===== config.mk =====
export PLATFORM = sky130hd
export DESIGN_NAME = mem_access_stage_flat
export DESIGN_NICKNAME = d
export VERILOG_FILES = /design/src/rtl/mem_access_stage_if.sv /design/src/rtl/mem_access_stage.sv /design/src/flat_wrapper.sv
export SDC_FILE = /design/constraint.sdc
export NUM_CORES = 1
export LEC_CHECK = 0
export ABC_CLOCK_PERIOD_IN_PS = 4600
export CORE_UTILIZATION = 49
export DETAILED_ROUTE_END_ITERATION = 6
export GPL_TIMING_DRIVEN = 0
export PLACE_DENSITY = 0.9
export SLEW_MARGIN = 20
export SYNTH_ARGS = -nofsm -noshare
export SYNTH_HDL_FRONTEND = slang
export SYNTH_SLANG_ARGS = --single-unit

===== constraint.sdc =====
create_clock -name clk -period 4.6 [get_ports clk]
set_input_delay 0.69 -clock clk [delete_from_list [all_inputs] [get_ports clk]]
set_output_delay 0.69 -clock clk [all_outputs]
set_load 0.02 [all_outputs]

===== src/rtl/mem_access_stage_if.sv =====
// Data-memory port of the MEM stage: req/gnt request phase, rvalid response phase.
// The stage drives the master modport; the memory (or a bench model) takes the slave side.
interface mem_access_stage_if #(
  parameter int ADDR_W = 32
);
  logic              mem_req;
  logic              mem_we;
  logic [ADDR_W-1:0] mem_addr;
  logic [31:0]       mem_wdata;
  logic [3:0]        mem_wstrb;
  logic              mem_gnt;
  logic              mem_rvalid;
  logic [31:0]       mem_rdata;

  modport master (
    output mem_req, mem_we, mem_addr, mem_wdata, mem_wstrb,
    input  mem_gnt, mem_rvalid, mem_rdata
  );

  modport slave (
    input  mem_req, mem_we, mem_addr, mem_wdata, mem_wstrb,
    output mem_gnt, mem_rvalid, mem_rdata
  );
endinterface


===== src/rtl/mem_access_stage.sv =====
// MEM pipeline stage: one load/store at a time over req/gnt/rvalid, load alignment/extension, one WB pulse per op.
// Optional build macro MISALIGN_TRAP_EN: misaligned H/W accesses complete with wb_err instead of being truncated.
module mem_access_stage #(
  parameter int ADDR_W      = 32,
  parameter int TIMEOUT_CYC = 255
) (
  input  logic              clk,
  input  logic              rst_n,
  input  logic              ex_valid,
  output logic              ex_ready,
  input  logic              ex_is_load,
  input  logic              ex_is_store,
  input  logic [2:0]        ex_size,
  input  logic [ADDR_W-1:0] ex_result,
  input  logic [31:0]       ex_wdata,
  input  logic [4:0]        ex_rd,
  mem_access_stage_if.master mem,
  output logic              wb_valid,
  output logic [4:0]        wb_rd,
  output logic [31:0]       wb_data,
  output logic              wb_err
);

  typedef enum logic [1:0] {IDLE, REQ, WAIT, DONE} state_t;

  localparam logic [7:0] TO_LAST = 8'(TIMEOUT_CYC - 1);

  state_t            state_reg, state_next;
  logic [7:0]        cnt_reg;
  logic [2:0]        size_reg;
  logic [1:0]        off_reg;
  logic              is_wr_reg;
  logic              mem_we_reg;
  logic [ADDR_W-1:0] mem_addr_reg;
  logic [31:0]       mem_wdata_reg;
  logic [3:0]        mem_wstrb_reg;
  logic [4:0]        wb_rd_reg;
  logic [31:0]       wb_data_reg;
  logic              wb_err_reg;

  logic        is_mem, is_wr, sz_byte, sz_half, misaligned, trap;
  logic [3:0]  wstrb_next;
  logic [31:0] wdata_next;
  logic        resp_ok, timeout;
  logic [7:0]  rbyte [4];
  logic [7:0]  ld_byte;
  logic [15:0] ld_half;
  logic [31:0] ld_fmt;

  // Access decode on the EX inputs; only consumed on the accept cycle.
  assign is_mem     = ex_is_load | ex_is_store;
  assign is_wr      = ex_is_store & ~ex_is_load;
  assign sz_byte    = (ex_size == 3'b000) || (ex_size == 3'b100);
  assign sz_half    = (ex_size == 3'b001) || (ex_size == 3'b101);
  assign misaligned = (sz_half & ex_result[0]) |
                      (~sz_byte & ~sz_half & (ex_result[1:0] != 2'b00));
`ifdef MISALIGN_TRAP_EN
  assign trap = is_mem & misaligned;
`else
  assign trap = 1'b0 & misaligned;
`endif

  always_comb begin
    wstrb_next = 4'b1111;
    wdata_next = ex_wdata;
    if (sz_byte) begin
      wstrb_next = 4'b0001 << ex_result[1:0];
      wdata_next = {4{ex_wdata[7:0]}};
    end else if (sz_half) begin
      wstrb_next = 4'b0011 << {ex_result[1], 1'b0};
      wdata_next = {2{ex_wdata[15:0]}};
    end
  end

  generate
    for (genvar gi = 0; gi < 4; gi++) begin : g_lane
      assign rbyte[gi] = mem.mem_rdata[8*gi +: 8];
    end
  endgenerate

  assign ld_byte = rbyte[off_reg];
  assign ld_half = off_reg[1] ? mem.mem_rdata[31:16] : mem.mem_rdata[15:0];

  always_comb begin
    ld_fmt = mem.mem_rdata;
    case (size_reg)
      3'b000:  ld_fmt = {{24{ld_byte[7]}}, ld_byte};
      3'b100:  ld_fmt = {24'b0, ld_byte};
      3'b001:  ld_fmt = {{16{ld_half[15]}}, ld_half};
      3'b101:  ld_fmt = {16'b0, ld_half};
      default: ld_fmt = mem.mem_rdata;
    endcase
  end

  assign resp_ok = ((state_reg == REQ) & mem.mem_gnt & mem.mem_rvalid) |
                   ((state_reg == WAIT) & mem.mem_rvalid);
  assign timeout = (cnt_reg == TO_LAST);

  // Timeout beats a lone grant so the counter can never run past its last value.
  always_comb begin
    state_next = state_reg;
    case (state_reg)
      IDLE: if (ex_valid) state_next = (is_mem && !trap) ? REQ : DONE;
      REQ: begin
        if (resp_ok || timeout) state_next = DONE;
        else if (mem.mem_gnt)   state_next = WAIT;
      end
      WAIT: if (resp_ok || timeout) state_next = DONE;
      DONE: state_next = IDLE;
      default: state_next = IDLE;
    endcase
  end

  always_ff @(posedge clk or negedge rst_n) begin
    if (!rst_n) begin
      state_reg     <= IDLE;
      cnt_reg       <= 8'd0;
      size_reg      <= 3'd0;
      off_reg       <= 2'd0;
      is_wr_reg     <= 1'b0;
      mem_we_reg    <= 1'b0;
      mem_addr_reg  <= '0;
      mem_wdata_reg <= 32'd0;
      mem_wstrb_reg <= 4'd0;
      wb_rd_reg     <= 5'd0;
      wb_data_reg   <= 32'd0;
      wb_err_reg    <= 1'b0;
    end else begin
      state_reg <= state_next;
      case (state_reg)
        IDLE: if (ex_valid) begin
          cnt_reg     <= 8'd0;
          size_reg    <= ex_size;
          off_reg     <= ex_result[1:0];
          is_wr_reg   <= is_wr;
          wb_rd_reg   <= ex_rd;
          wb_err_reg  <= trap;
          wb_data_reg <= is_mem ? 32'd0 : 32'(ex_result);
          if (is_mem && !trap) begin
            mem_addr_reg  <= {ex_result[ADDR_W-1:2], 2'b00};
            mem_we_reg    <= is_wr;
            mem_wdata_reg <= wdata_next;
            mem_wstrb_reg <= wstrb_next;
          end
        end
        REQ, WAIT: begin
          cnt_reg <= cnt_reg + 8'd1;
          if (resp_ok) begin
            wb_data_reg <= is_wr_reg ? 32'd0 : ld_fmt;
            wb_err_reg  <= 1'b0;
          end else if (timeout) begin
            wb_data_reg <= 32'd0;
            wb_err_reg  <= 1'b1;
          end
        end
        default: ;
      endcase
    end
  end

  assign ex_ready      = (state_reg == IDLE);
  assign mem.mem_req   = (state_reg == REQ);
  assign mem.mem_we    = mem_we_reg;
  assign mem.mem_addr  = mem_addr_reg;
  assign mem.mem_wdata = mem_wdata_reg;
  assign mem.mem_wstrb = mem_wstrb_reg;
  assign wb_valid      = (state_reg == DONE);
  assign wb_rd         = wb_rd_reg;
  assign wb_data       = wb_data_reg;
  assign wb_err        = wb_valid & wb_err_reg;

endmodule

===== src/flat_wrapper.sv =====
// flat-port wrapper written by rule: the top's interface ports become plain ports
module mem_access_stage_flat 
#(
  parameter int ADDR_W      = 32,
  parameter int TIMEOUT_CYC = 255
)
  (clk, rst_n, ex_valid, ex_ready, ex_is_load, ex_is_store, ex_size, ex_result, ex_wdata, ex_rd, wb_valid, wb_rd, wb_data, wb_err, mem_mem_req, mem_mem_we, mem_mem_addr, mem_mem_wdata, mem_mem_wstrb, mem_mem_gnt, mem_mem_rvalid, mem_mem_rdata);
  mem_access_stage_if #(.ADDR_W(ADDR_W)) mem_i ();
  input  logic clk;
  input  logic rst_n;
  input  logic ex_valid;
  output logic ex_ready;
  input  logic ex_is_load;
  input  logic ex_is_store;
  input  logic [2:0] ex_size;
  input  logic [ADDR_W-1:0] ex_result;
  input  logic [31:0] ex_wdata;
  input  logic [4:0] ex_rd;
  output logic wb_valid;
  output logic [4:0] wb_rd;
  output logic [31:0] wb_data;
  output logic wb_err;
  output wire logic [$bits(mem_i.mem_req)-1:0] mem_mem_req;
  output wire logic [$bits(mem_i.mem_we)-1:0] mem_mem_we;
  output wire logic [$bits(mem_i.mem_addr)-1:0] mem_mem_addr;
  output wire logic [$bits(mem_i.mem_wdata)-1:0] mem_mem_wdata;
  output wire logic [$bits(mem_i.mem_wstrb)-1:0] mem_mem_wstrb;
  input wire logic [$bits(mem_i.mem_gnt)-1:0] mem_mem_gnt;
  input wire logic [$bits(mem_i.mem_rvalid)-1:0] mem_mem_rvalid;
  input wire logic [$bits(mem_i.mem_rdata)-1:0] mem_mem_rdata;
  assign mem_mem_req = mem_i.mem_req;
  assign mem_mem_we = mem_i.mem_we;
  assign mem_mem_addr = mem_i.mem_addr;
  assign mem_mem_wdata = mem_i.mem_wdata;
  assign mem_mem_wstrb = mem_i.mem_wstrb;
  assign mem_i.mem_gnt = mem_mem_gnt;
  assign mem_i.mem_rvalid = mem_mem_rvalid;
  assign mem_i.mem_rdata = mem_mem_rdata;
  mem_access_stage #(.ADDR_W(ADDR_W), .TIMEOUT_CYC(TIMEOUT_CYC)) u_core (.clk(clk), .rst_n(rst_n), .ex_valid(ex_valid), .ex_ready(ex_ready), .ex_is_load(ex_is_load), .ex_is_store(ex_is_store), .ex_size(ex_size), .ex_result(ex_result), .ex_wdata(ex_wdata), .ex_rd(ex_rd), .mem(mem_i), .wb_valid(wb_valid), .wb_rd(wb_rd), .wb_data(wb_data), .wb_err(wb_err));
endmodule

# Word level (Yosys, flattened, before mapping)
# Cells that the tools add are included.
# classes
n_reduce_logical	13
n_mul	0
n_bitwise	9
div_mod_pow	0
muxes	27
n_eq_ne	14
shift	2
order_cmp	1
n_addsub	1
# ops
op	count
$mux 32	7
$pmux 32 s4	1
$pmux 32 s2	1
$mux 8	3
$bmux 8 s2	1
$mux 16	1
$pmux 8 s2	1
$eq 3x3->1 const B	4
$mux 2	5
$reduce_and 3->1	3
$add 8x1->8 const B	1
$eq 8x8->1 const B	1
$mux 4	2
$pmux 2 s4	1
$eq 3x1->1 const B	2
$logic_not 3->1	2
$ne 3x1->1 const B	2
$and 1x1->1	5
$eq 2x2->1 const B	2
$ne 2x2->1 const B	2
$reduce_and 2->1	2
$shl 1x2->4 const A	1
$shl 2x2->4 const A	1
$ge 3x3->1 const B	1
other kinds (10)	15
# totals
reg_bits	121
n_memories	0
mem_bits_rw	0
romBits	0
wordCells	79
latch_bits	0
in_bits	111

# Longest topological paths before layout
# logic_depth
word_depth	8
ltp_mapped	9

# Least setup slack after synthesis
# Ideal clock, no wire load.
# synth_timing
path_type	register to register
from	register u_core.state_reg[0]
to	register u_core.mem_addr_reg[25], in the netlist u_core.mem.mem_addr[25]
slack_ps	2405
arrival_time_ps	2067
stages_incl_launch_ff	9
required_ps	4472
path_cell_list	dfrtp_1 inv_1 ha_1 nand2_1 or2_1 clkbuf_1 buf_2 buf_2 mux2_1
# synth_via
elab_chain_len	2
# synth_rtl
element	line	text
start: declaration	mem_access_stage.sv:28	state_t state_reg, state_next;
start signal: assignment	mem_access_stage.sv:129	state_reg <= state_next;
$logic_not 2->1	--	
named net ex_ready	flat_wrapper.sv:12	output logic ex_ready;
$reduce_and 3->1 (no source line)	--	
end signal: assignment	mem_access_stage.sv:140	mem_addr_reg <= {ex_result[ADDR_W-1:2], 2'b00};
end: declaration	mem_access_stage.sv:34	logic [ADDR_W-1:0] mem_addr_reg;
# The timed path passes the listed nets, and every way through them passes these cells.
# A chain may end at the register's enable or synchronous reset.

# Worst setup path in the final report
# layout_timing
from	register u_core.state_reg[0]
to	output port ex_ready
# layout_via
elab_chain_len	1
# layout_rtl
element	line	text
$logic_not 2->1	mem_access_stage.sv:161	assign ex_ready = (state_reg == IDLE);
end: declaration	flat_wrapper.sv:12	
# Every way passes these cells.

==> reports/results.tsv <==
metric	value	unit
fin_cells	979	
power_density	771	nW/um2
clockRootBuffer	clkbuf_16	
final_common_cell	clkdlybuf4s50_1	
overflow	0	
rsz0062_at_grt	no	
die_x	113	um
synth-edff-count	0	
rr_worst_depth	9	
synthesis.area	6040	um2
critPathLaunchType	register	
firstDrtPassIters	5	
tns	0	ns
worstPathRequired	3.91	ns
finalPower	6.98	mW
grt_pass1_wl	31.9	mm
ys_ff_latch	121	
post-route-period-util	57.6	%
p_leak	3.72	nW
post_cts_buffers	0	
worstPathMaxFanout	8	
insertion_delay	0.43	ns
max-slew-margin-rel	38.1	%
ys_warn_count	0	
num_vias	5945	
first_iter_violations	596	
antenna_found_initial	0	
setup_viol	0	
drv_cap	0	
multi_input_area	2750	um2
grt_max_degree	71	
initial_core_util	50.3	%
grt_usage	32.6	%
die_h	113	um
cts_tree	built	
drc	0	
drv_slew	0	
synthFlopType	dfrtp_1	
final_cell_mix	clkdlybuf4s50_1 (217), dfrtp_1 (121), nand2_1 (69)	
cts-resized-gates	0	
grt_pass1_vias	6137	
core_area	12000	um2
clockBufferDepth	2	
regArea	3030	um2
dieArea	12800	um2
whs	0.208	ns
peakVddDrop	0.000573	V
num_io_pins	221	
syn_area_per_cell	10.4	um2
diodes	0	
drive_gt1_share	12.6	%
area_growth	49.9	%
netlist-cell-type-count	55	
nFillCells	759	
clock-sinks	121	
reg2reg_setup_slack	1.96	ns
routed_wire_length_per_instance	20.5	um
dpl-instance-area	8440	um2
wl	20.1	mm
crit_arrival	1.96	ns
nets	936	
period_needed	2.65	ns
cts_inserted_buffers	17	
path_class	register to output port	
path_clk_slew	0.06	ns
hpwl	14.3	mm
yosysSeqAreaShare	50.1	%
regToRegStartpoint	u_core.state_reg[0]	
fin_skew	0.0140	ns
max_freq	378	MHz
finalHoldViolations	0	
finalWorstSetupSlack	1.95	ns
floorplan.rows	40	
hold_buffers	0	
final_cell_area	9060	um2
place_congestion	0.915	
holdCritPathClass	primary input to async pin	
tightest_slew	0.924	ns
viasPerCell	6.07	
dp_slack	1.70	ns
syn_inst	580	
antenna_left	0	
numPortBuffers	218	
status	finished, final reports clean	
crit_path_end_kind	output port	
htreeDepth	4	
crit_start	u_core.state_reg[0]	
async_flop_share	100	%
fin_util	75.4	%
dp.cells	947	
worst max-delay path, cell delays in order, from the launching register on:
cell             delay (ns)
dfrtp_1                0.40
inv_1                  0.12
ha_1                   0.34
clkdlybuf4s50_1        0.68
layout make-up:
| class | count | area share [%] |
|---|---|---|
| sequential | 121 | 33.4 |
| multi-input combinational | 398 | 30.4 |
| timing repair buffer | 219 | 24.4 |
| clock buffer | 17 | 4.70 |
| buffer | 46 | 2.27 |
| clock inverter | 15 | 2.11 |
| tap | 147 | 2.03 |
| inverter | 16 | 0.663 |
where the power goes:
part / internal [mW] / switching (mW)
Combinational: 1.61 / 2.05
Clock: 0.865 / 0.546
Sequential: 1.59 / 0.316
Total: 4.07 / 2.91
cells in the mapped netlist, types with 2 or more instances:
library cell | count | area share [%]
nand2b_1 | 6 | 0.62
nor2_1 | 19 | 1.2
nand4_1 | 2 | 0.21
o211ai_1 | 5 | 0.62
o21ai_0 | 43 | 3.6
mux2_1 | 8 | 1.5
nand3b_1 | 2 | 0.25
a21o_1 | 3 | 0.37
and2_1 | 2 | 0.21
a31oi_1 | 34 | 3.5
nor3b_1 | 2 | 0.25
nor2b_1 | 2 | 0.21
inv_1 | 16 | 0.99
nand2_1 | 69 | 4.3
buf_2 | 14 | 1.2
buf_1 | 3 | 0.19
buf_4 | 2 | 0.25
o221ai_1 | 27 | 3.9
a21oi_1 | 48 | 4.0
clkbuf_1 | 26 | 1.6
dfrtp_1 | 121 | 50
mux2_2 | 44 | 8.2
ha_1 | 6 | 1.2
mux2i_1 | 33 | 5.5
a32oi_1 | 5 | 0.72
o31ai_1 | 2 | 0.25
o22ai_2 | 2 | 0.41
or3_1 | 5 | 0.52
nand3_1 | 3 | 0.25
metal layers:
metal  track usage [%]  up-vias  part of all wire (%)
met5                 0        -                     0
met4              16.8        0                   4.5
met3              11.3       82                   9.8
met2              53.6      360                    49
met1              37.8     2893                    37
li1                  -     2610                     -
final timing paths:
kind,to
max,ex_ready
min,u_core.wb_data[10]
max reg2reg,u_core.wb_data[18]
min reg2reg,u_core.is_wr_reg
max in group asynchronous,u_core.mem.mem_wdata[25]
min in group clk,u_core.is_wr_reg
logic make-up after synthesis:
logic type / Yosys count / synth area share (%)
AOI/OAI and AO/OA: 179 / 18.8
xor gates and xnor gates: 1 / 0.145
adders and majority gates: 6 / 1.24
buffers and inverters: 62 / 4.39
DFF: 121 / 50.1
muxes: 86 / 15.5
other: 1 / 0.0621
and+or+nand+nor: 124 / 9.71
(Power assumes the default switching activity.)
